File: src/rtl/usb_tx_timer_gen.sv
// Bit/byte timing generator for the USB transmit path: bit-period strobe,
// per-byte load strobe, byte counter and end-of-data strobe with bit-stuff support.
module usb_tx_timer_gen #(
    parameter int unsigned CLKS_PER_BIT  = 8,
    parameter int unsigned BITS_PER_BYTE = 8,
    parameter int unsigned LEN_BITS      = 8
) (
    input  logic                             clk,
    input  logic                             n_rst,
    input  logic                             tim_rst,
    input  logic                             tim_en,
    input  logic                             start,
    input  logic [LEN_BITS-1:0]              byte_len,
    input  logic                             stuff_req,
    output logic                             busy,
    output logic                             new_bit,
    output logic                             stuffed,
    output logic                             load_byte,
    output logic [$clog2(BITS_PER_BYTE)-1:0] bit_idx,
    output logic [LEN_BITS-1:0]              byte_out,
    output logic                             eod
);

    localparam int unsigned CNT_W = $clog2(CLKS_PER_BIT);
    localparam int unsigned IDX_W = $clog2(BITS_PER_BYTE);

    typedef enum logic {
        IDLE = 1'b0,
        RUN  = 1'b1
    } state_t;

    state_t              state_q, state_d;
    logic [CNT_W-1:0]    width_q, width_d;
    logic [IDX_W-1:0]    idx_q, idx_d;
    logic [LEN_BITS-1:0] byte_q, byte_d;
    logic [LEN_BITS-1:0] len_q, len_d;
    logic                zeod_q, zeod_d;

    logic tick;
    logic last_bit;
    logic last_byte;

    // State and counter registers
    always_ff @(posedge clk or negedge n_rst) begin
        if (!n_rst) begin
            state_q <= IDLE;
            width_q <= '0;
            idx_q   <= '0;
            byte_q  <= '0;
            len_q   <= '0;
            zeod_q  <= 1'b0;
        end else begin
            state_q <= state_d;
            width_q <= width_d;
            idx_q   <= idx_d;
            byte_q  <= byte_d;
            len_q   <= len_d;
            zeod_q  <= zeod_d;
        end
    end

    // Strobes decode from registered state; tim_rst masks them so a clear never emits eod
    always_comb begin
        tick      = (state_q == RUN) && tim_en && !tim_rst
                    && (width_q == CNT_W'(CLKS_PER_BIT - 1));
        last_bit  = tick && !stuff_req && (idx_q == IDX_W'(BITS_PER_BYTE - 1));
        last_byte = last_bit && (byte_q == len_q - LEN_BITS'(1));
    end

    // Next-state and counter update
    always_comb begin
        state_d = state_q;
        width_d = width_q;
        idx_d   = idx_q;
        byte_d  = byte_q;
        len_d   = len_q;
        zeod_d  = 1'b0;

        case (state_q)
            IDLE: begin
                if (start) begin
                    byte_d = '0;
                    if (byte_len != '0) begin
                        len_d   = byte_len;
                        width_d = '0;
                        idx_d   = '0;
                        state_d = RUN;
                    end else begin
                        zeod_d = 1'b1;
                    end
                end
            end
            RUN: begin
                if (tim_en) begin
                    width_d = (width_q == CNT_W'(CLKS_PER_BIT - 1)) ? '0 : width_q + CNT_W'(1);
                end
                // Stuffed periods leave the data-bit position untouched
                if (tick && !stuff_req) begin
                    idx_d = last_bit ? '0 : idx_q + IDX_W'(1);
                end
                if (last_bit) begin
                    byte_d = byte_q + LEN_BITS'(1);
                end
                if (last_byte) begin
                    state_d = IDLE;
                end
            end
            default: state_d = IDLE;
        endcase

        if (tim_rst) begin
            state_d = IDLE;
            width_d = '0;
            idx_d   = '0;
            byte_d  = '0;
            len_d   = '0;
            zeod_d  = 1'b0;
        end
    end

    assign busy      = (state_q == RUN);
    assign new_bit   = tick;
    assign stuffed   = tick && stuff_req;
    assign load_byte = last_bit;
    assign eod       = last_byte || zeod_q;
    assign bit_idx   = idx_q;
    assign byte_out  = byte_q;

endmodule

File: config.mk
export PLATFORM = sky130hd
export DESIGN_NAME = usb_tx_timer_gen
export DESIGN_NICKNAME = d
export VERILOG_FILES = /design/src/rtl/usb_tx_timer_gen.sv
export SDC_FILE = /design/constraint.sdc
export NUM_CORES = 1
export LEC_CHECK = 0
export ABC_CLOCK_PERIOD_IN_PS = 5300
export CORE_MARGIN = 8
export CORE_UTILIZATION = 46
export CTS_BUF_LIST = sky130_fd_sc_hd__clkbuf_16
export CTS_CLUSTER_DIAMETER = 150
export DETAILED_ROUTE_END_ITERATION = 16
export PLACE_DENSITY = 0.75
export SYNTH_ARGS = -nofsm -noshare
export SYNTH_HDL_FRONTEND = slang
export SYNTH_SLANG_ARGS = --single-unit
File: constraint.sdc
create_clock -name clk -period 5.3 [get_ports clk]
set_input_delay 0.53 -clock clk [delete_from_list [all_inputs] [get_ports clk]]
set_output_delay 0.53 -clock clk [all_outputs]
set_load 0.02 [all_outputs]
---- After elaboration in Yosys (flattened, before gate mapping) ----
Index checks and enable logic that the tools add are counted.
storage, ports and cells
  flip-flop bits (word level) ............. 24
  input bits .............................. 14
cells by class
  mux-type cells .......................... 27
  equality and inequality tests ........... 9
  reduce and logical (&&, ||, !) cells .... 17
  bitwise operators ....................... 1
  add/subtract/negate cells ............... 4
operators by type and width
  kind                 count
  $mux 8               7
  $mux 3               8
  $pmux 8 s2           1
  $pmux 3 s2           2
  $ne 3x3->1 const B   3
  $reduce_and 3->1     3
  $add 8x1->8 const B  1
  $eq 8x8->1           1
  $mux 1               8
  $reduce_bool 8->1    1
  $sub 8x1->8 const B  1
  $logic_and 1x1->1    7
  $add 3x1->3 const B  2
  $eq 3x3->1 const B   2
  $ne 3x2->1 const B   2
  $reduce_bool 2->1    2
  $logic_not 1->1      2
  $ne 2x2->1 const B   1
  $pmux 1 s2           1
  $reduce_and 2->1     1
  $logic_or 1x1->1     1
  $not 1->1            1

---- Logic depth before layout (Yosys ltp) ----
  depth after elaboration ................. 9
  depth in mapped cells ................... 8
  mapped depth without buffers ............ 7

---- Worst setup path after synthesis ----
No wires, ideal clock.
  path type ............................... register to output
  start point ............................. reg idx_q[0] (netlist: bit_idx[0])
  end point ............................... out eod
  cell stages (with the launch flop) ...... 8
  arrival time ............................ 1.767 ns
  data required time ...................... 4.770 ns
  slack ................................... 3.003 ns
  cell sequence ........................... dfrtp_1 ha_1 ha_1 nand2_1 nor3_4 o2111ai_1 a211oi_2 or2_1
on the way
  cells in the longest elaborated chain, start to end .. 4
RTL lines
  item                    line  RTL
  from (decl)             34    logic [IDX_W-1:0] idx_q, idx_d;
  from (signal assigned)  55    idx_q <= idx_d;
  $eq 3x3->1              66    last_bit = tick && !stuff_req && (idx_q == IDX_W'(BITS_PER_BYTE - 1));
  $logic_and 1x1->1       66
  via load_byte           18    output logic load_byte,
  $logic_and 1x1->1       67    last_byte = last_bit && (byte_q == len_q - LEN_BITS'(1));
  $logic_or 1x1->1        125   assign eod = last_byte || zeod_q;
  to (decl)               21    output logic eod
The timed path passes the listed nets, and every way through them passes these cells.

---- Worst setup path after layout ----
  start point ............................. in tim_rst
  end point ............................... out eod
on the way
  cells in the longest elaborated chain, start to end .. 7
RTL lines
  item                            line  RTL
  from (decl)                     10    input logic tim_rst,
  $logic_not 1->1                 64    tick = (state_q == RUN) && tim_en && !tim_rst
  $logic_and 1x1->1               64
  $logic_and 1x1->1               65    && (width_q == CNT_W'(CLKS_PER_BIT - 1));
  $logic_and 1x1->1 (2 in a row)  66
  $logic_and 1x1->1               67
  $logic_or 1x1->1                125
Every way passes these cells.

==> out/results.tsv <==
metric	value	unit
drt pass-1 iters	4	
Worst R2R Start	len_q[0]	
routability cong.	0.794	
Tcrit/Tclk final	64.6	%
cell area after synthesis	1500	um^2
CP required	4.77	ns
actual slew at the worst max-slew pin	1.09	ns
hold_ws	0.507	ns
Std-Cell Rows	20	
ys async rst share	100	%
HPWL after DPL	2720	um
Post-Syn Area per Cell	9.32	um^2
FMAX	292	MHz
layout cell share with drive strength beyond 1	6.38	%
worst-case clock buffer depth	2	
Yosys top cell by area	dfrtp_1	
nets@finish	209	
ys flop type	dfrtp_1	
fillers	280	
Core Area	3080	um^2
cts bufs inserted	3	
WP data arrival	2.90	ns
dpl ws	1.87	ns
Hold Crit Start	len_q[7]	
CP Capture Type	primary output	
Final Setup Violations	0	
sequential share of the synthesized area	40.0	%
Synth Register Bits	24	
Port Buffers	29	
Synth top area share	40.0	%
Gate Count Post-Synth	161	
initial detailed-routing violation count	46	
Post-synth top cells	24 x dfrtp_1, 14 x nand2_1, 13 x nand2b_1, 13 x nor2_1, 10 x o21ai_0	
Slew HR	27.2	%
most numerous cell in the Yosys netlist	dfrtp_1	
largest net degree at the start of global routing	25	
WL/cell	15.3	um
area delta synth->final	26.1	%
ANT cells	0	
Max-Cap Viols	0	
number of synthesized flops with an enable pin	0	
Crit Path Max Fanout	17	
grt ovf	0	
chip height	73.1	um
Top Layer Used	met4	
vias in the first global route	1411	
P_leak	0.000810	uW
skew final	0.00230	ns
design area	1890	um^2
residual DRC count	0	
status	finished, final reports clean	
top cells by area, synth	dfrtp_1 40%, nand2b_1 5.4%, ha_1 5.0%	
routed wire length	3550	um
Post-CTS Resized	0	
clk_lat worst skew	0.25	ns
Metal-1 WL	1550	um
CTS tree	built	
die area	5340	um^2
Via Count	1277	
PwrDens	226	nW/um^2
Die W	73.1	um
Ys Warns	0	
synth unique cells	42	
Slew Limit Fails	0	
H-tree Lvls	1	
CTS Root Cell	clkbuf_16	
syn nets	181	
via-per-instance ratio	5.50	
CTS Sinks	24	
IO Count	30	
first-pass GRT wire length	6110	um
initial antenna violation count	0	
DRT antenna net count	0	
all-layer global routing usage	13.9	%
setup bufs post-CTS	0	
clock slew at reported path FFs	0.06	ns
Starting Density	48.7	%
metal2 WL	1860	um
CP startpoint	tim_rst	
RSZ-0062 raised after global routing	no	
setup TNS	0	ns
Final Hold Vio Count	0	
Worst VDD drop	110	uV
critical path startpoint category	input port	
Worst Hold Class	flip-flop to flip-flop	
placed cell areas	1810	um^2
Setup CP Type	input port to primary output	
hold_buf cts	0	
final worst slack	1.87	ns
WL met3	129	um
post-layout minimum cycle time	3.43	ns
power breakdown:
group / total (uW) / internal [uW] / switching, uW
Combinational: 65.3 / 30.2 / 35.0
Sequential: 200 / 189 / 11.2
Clock: 162 / 101 / 61.4
through the flow:
| stage | utilization (%) | cells | power (uW) |
|---|---|---|---|
| 6_report | 61.5 | 232 | 428 |
| 5_1_grt | 61.5 | 232 | 447 |
| 3_3_place_gp | 58.9 | 228 | 265 |
| 4_1_cts | 61.5 | 232 | 430 |
| 2_1_floorplan | - | 161 | 241 |
| 3_5_place_dp | 58.9 | 228 | 268 |
cells in the final DEF (no fill, tap or decap), types with 2 or more instances in the layout:
cell type        count
clkdlybuf4s50_1     29
xor2_1               8
clkbuf_16            3
nand3_1              7
ha_1                 6
xnor2_1              6
nand4_1              3
and3_1               4
o21ai_0             10
and2_1               2
nor3_1               5
nand2_1             14
nor4_1               2
a21oi_1              5
o31ai_1              2
o21ai_1              2
a211oi_2             2
nor2_1              13
nand2b_1            13
dfrtp_1             24
a31o_1               2
inv_1                6
cell families (layout without fill, tap and decap cells):
kind of cell	count (synthesis)	after routing	share of synthesized area, %
compound gates	33	33	15.3
xor+xnor	14	14	8.17
fa+ha+maj	6	6	5.00
buf+inv	12	39	3.67
flops	24	24	40.0
simple gates	72	72	27.9
layer usage:
metal | up-vias | GRT usage [%]
met5 | - | 0
met4 | 0 | 3.33
met3 | 4 | 3.71
met2 | 20 | 24.9
met1 | 631 | 15.9
li1 | 622 | -
sequential cells by signal, summed over array words and instances (netlist names):
signal,cells
bit_idx,3
busy,1
byte_out,8
len_q,8
width_q,3
zeod_q,1
critical path, stage by stage:
cell and delay, ns:
clkdlybuf4s50_1 0.67, nand3b_4 0.30, nor3_4 0.24, o2111ai_1 0.16, a211oi_2 0.26, or2_1 0.13
clkdlybuf4s50_1 0.60
path summary, 6_finish.rpt:
check / end / cells after the start / slack, ns
max: eod / 7 / 1.87
min: len_q[7] / 2 / 0.51
max reg2reg: busy / 7 / 3.38
min reg2reg: len_q[7] / 2 / 0.51
max in group asynchronous: len_q[2] / 1 / 3.78
min in group asynchronous: bit_idx[1] / 1 / 0.86
cell type report:
cell class / count / area, um^2 / share of cell area, %
inverters: 6 / 22.5 / 1.19
clock buffers: 3 / 75.1 / 3.97
repair buffers: 29 / 290 / 15.3
clock inverters: 1 / 3.75 / 0.198
flip-flops and latches: 24 / 601 / 31.7
multi-input cells: 125 / 845 / 44.6
well taps: 44 / 55.1 / 2.91
(Power assumes the default switching activity.)
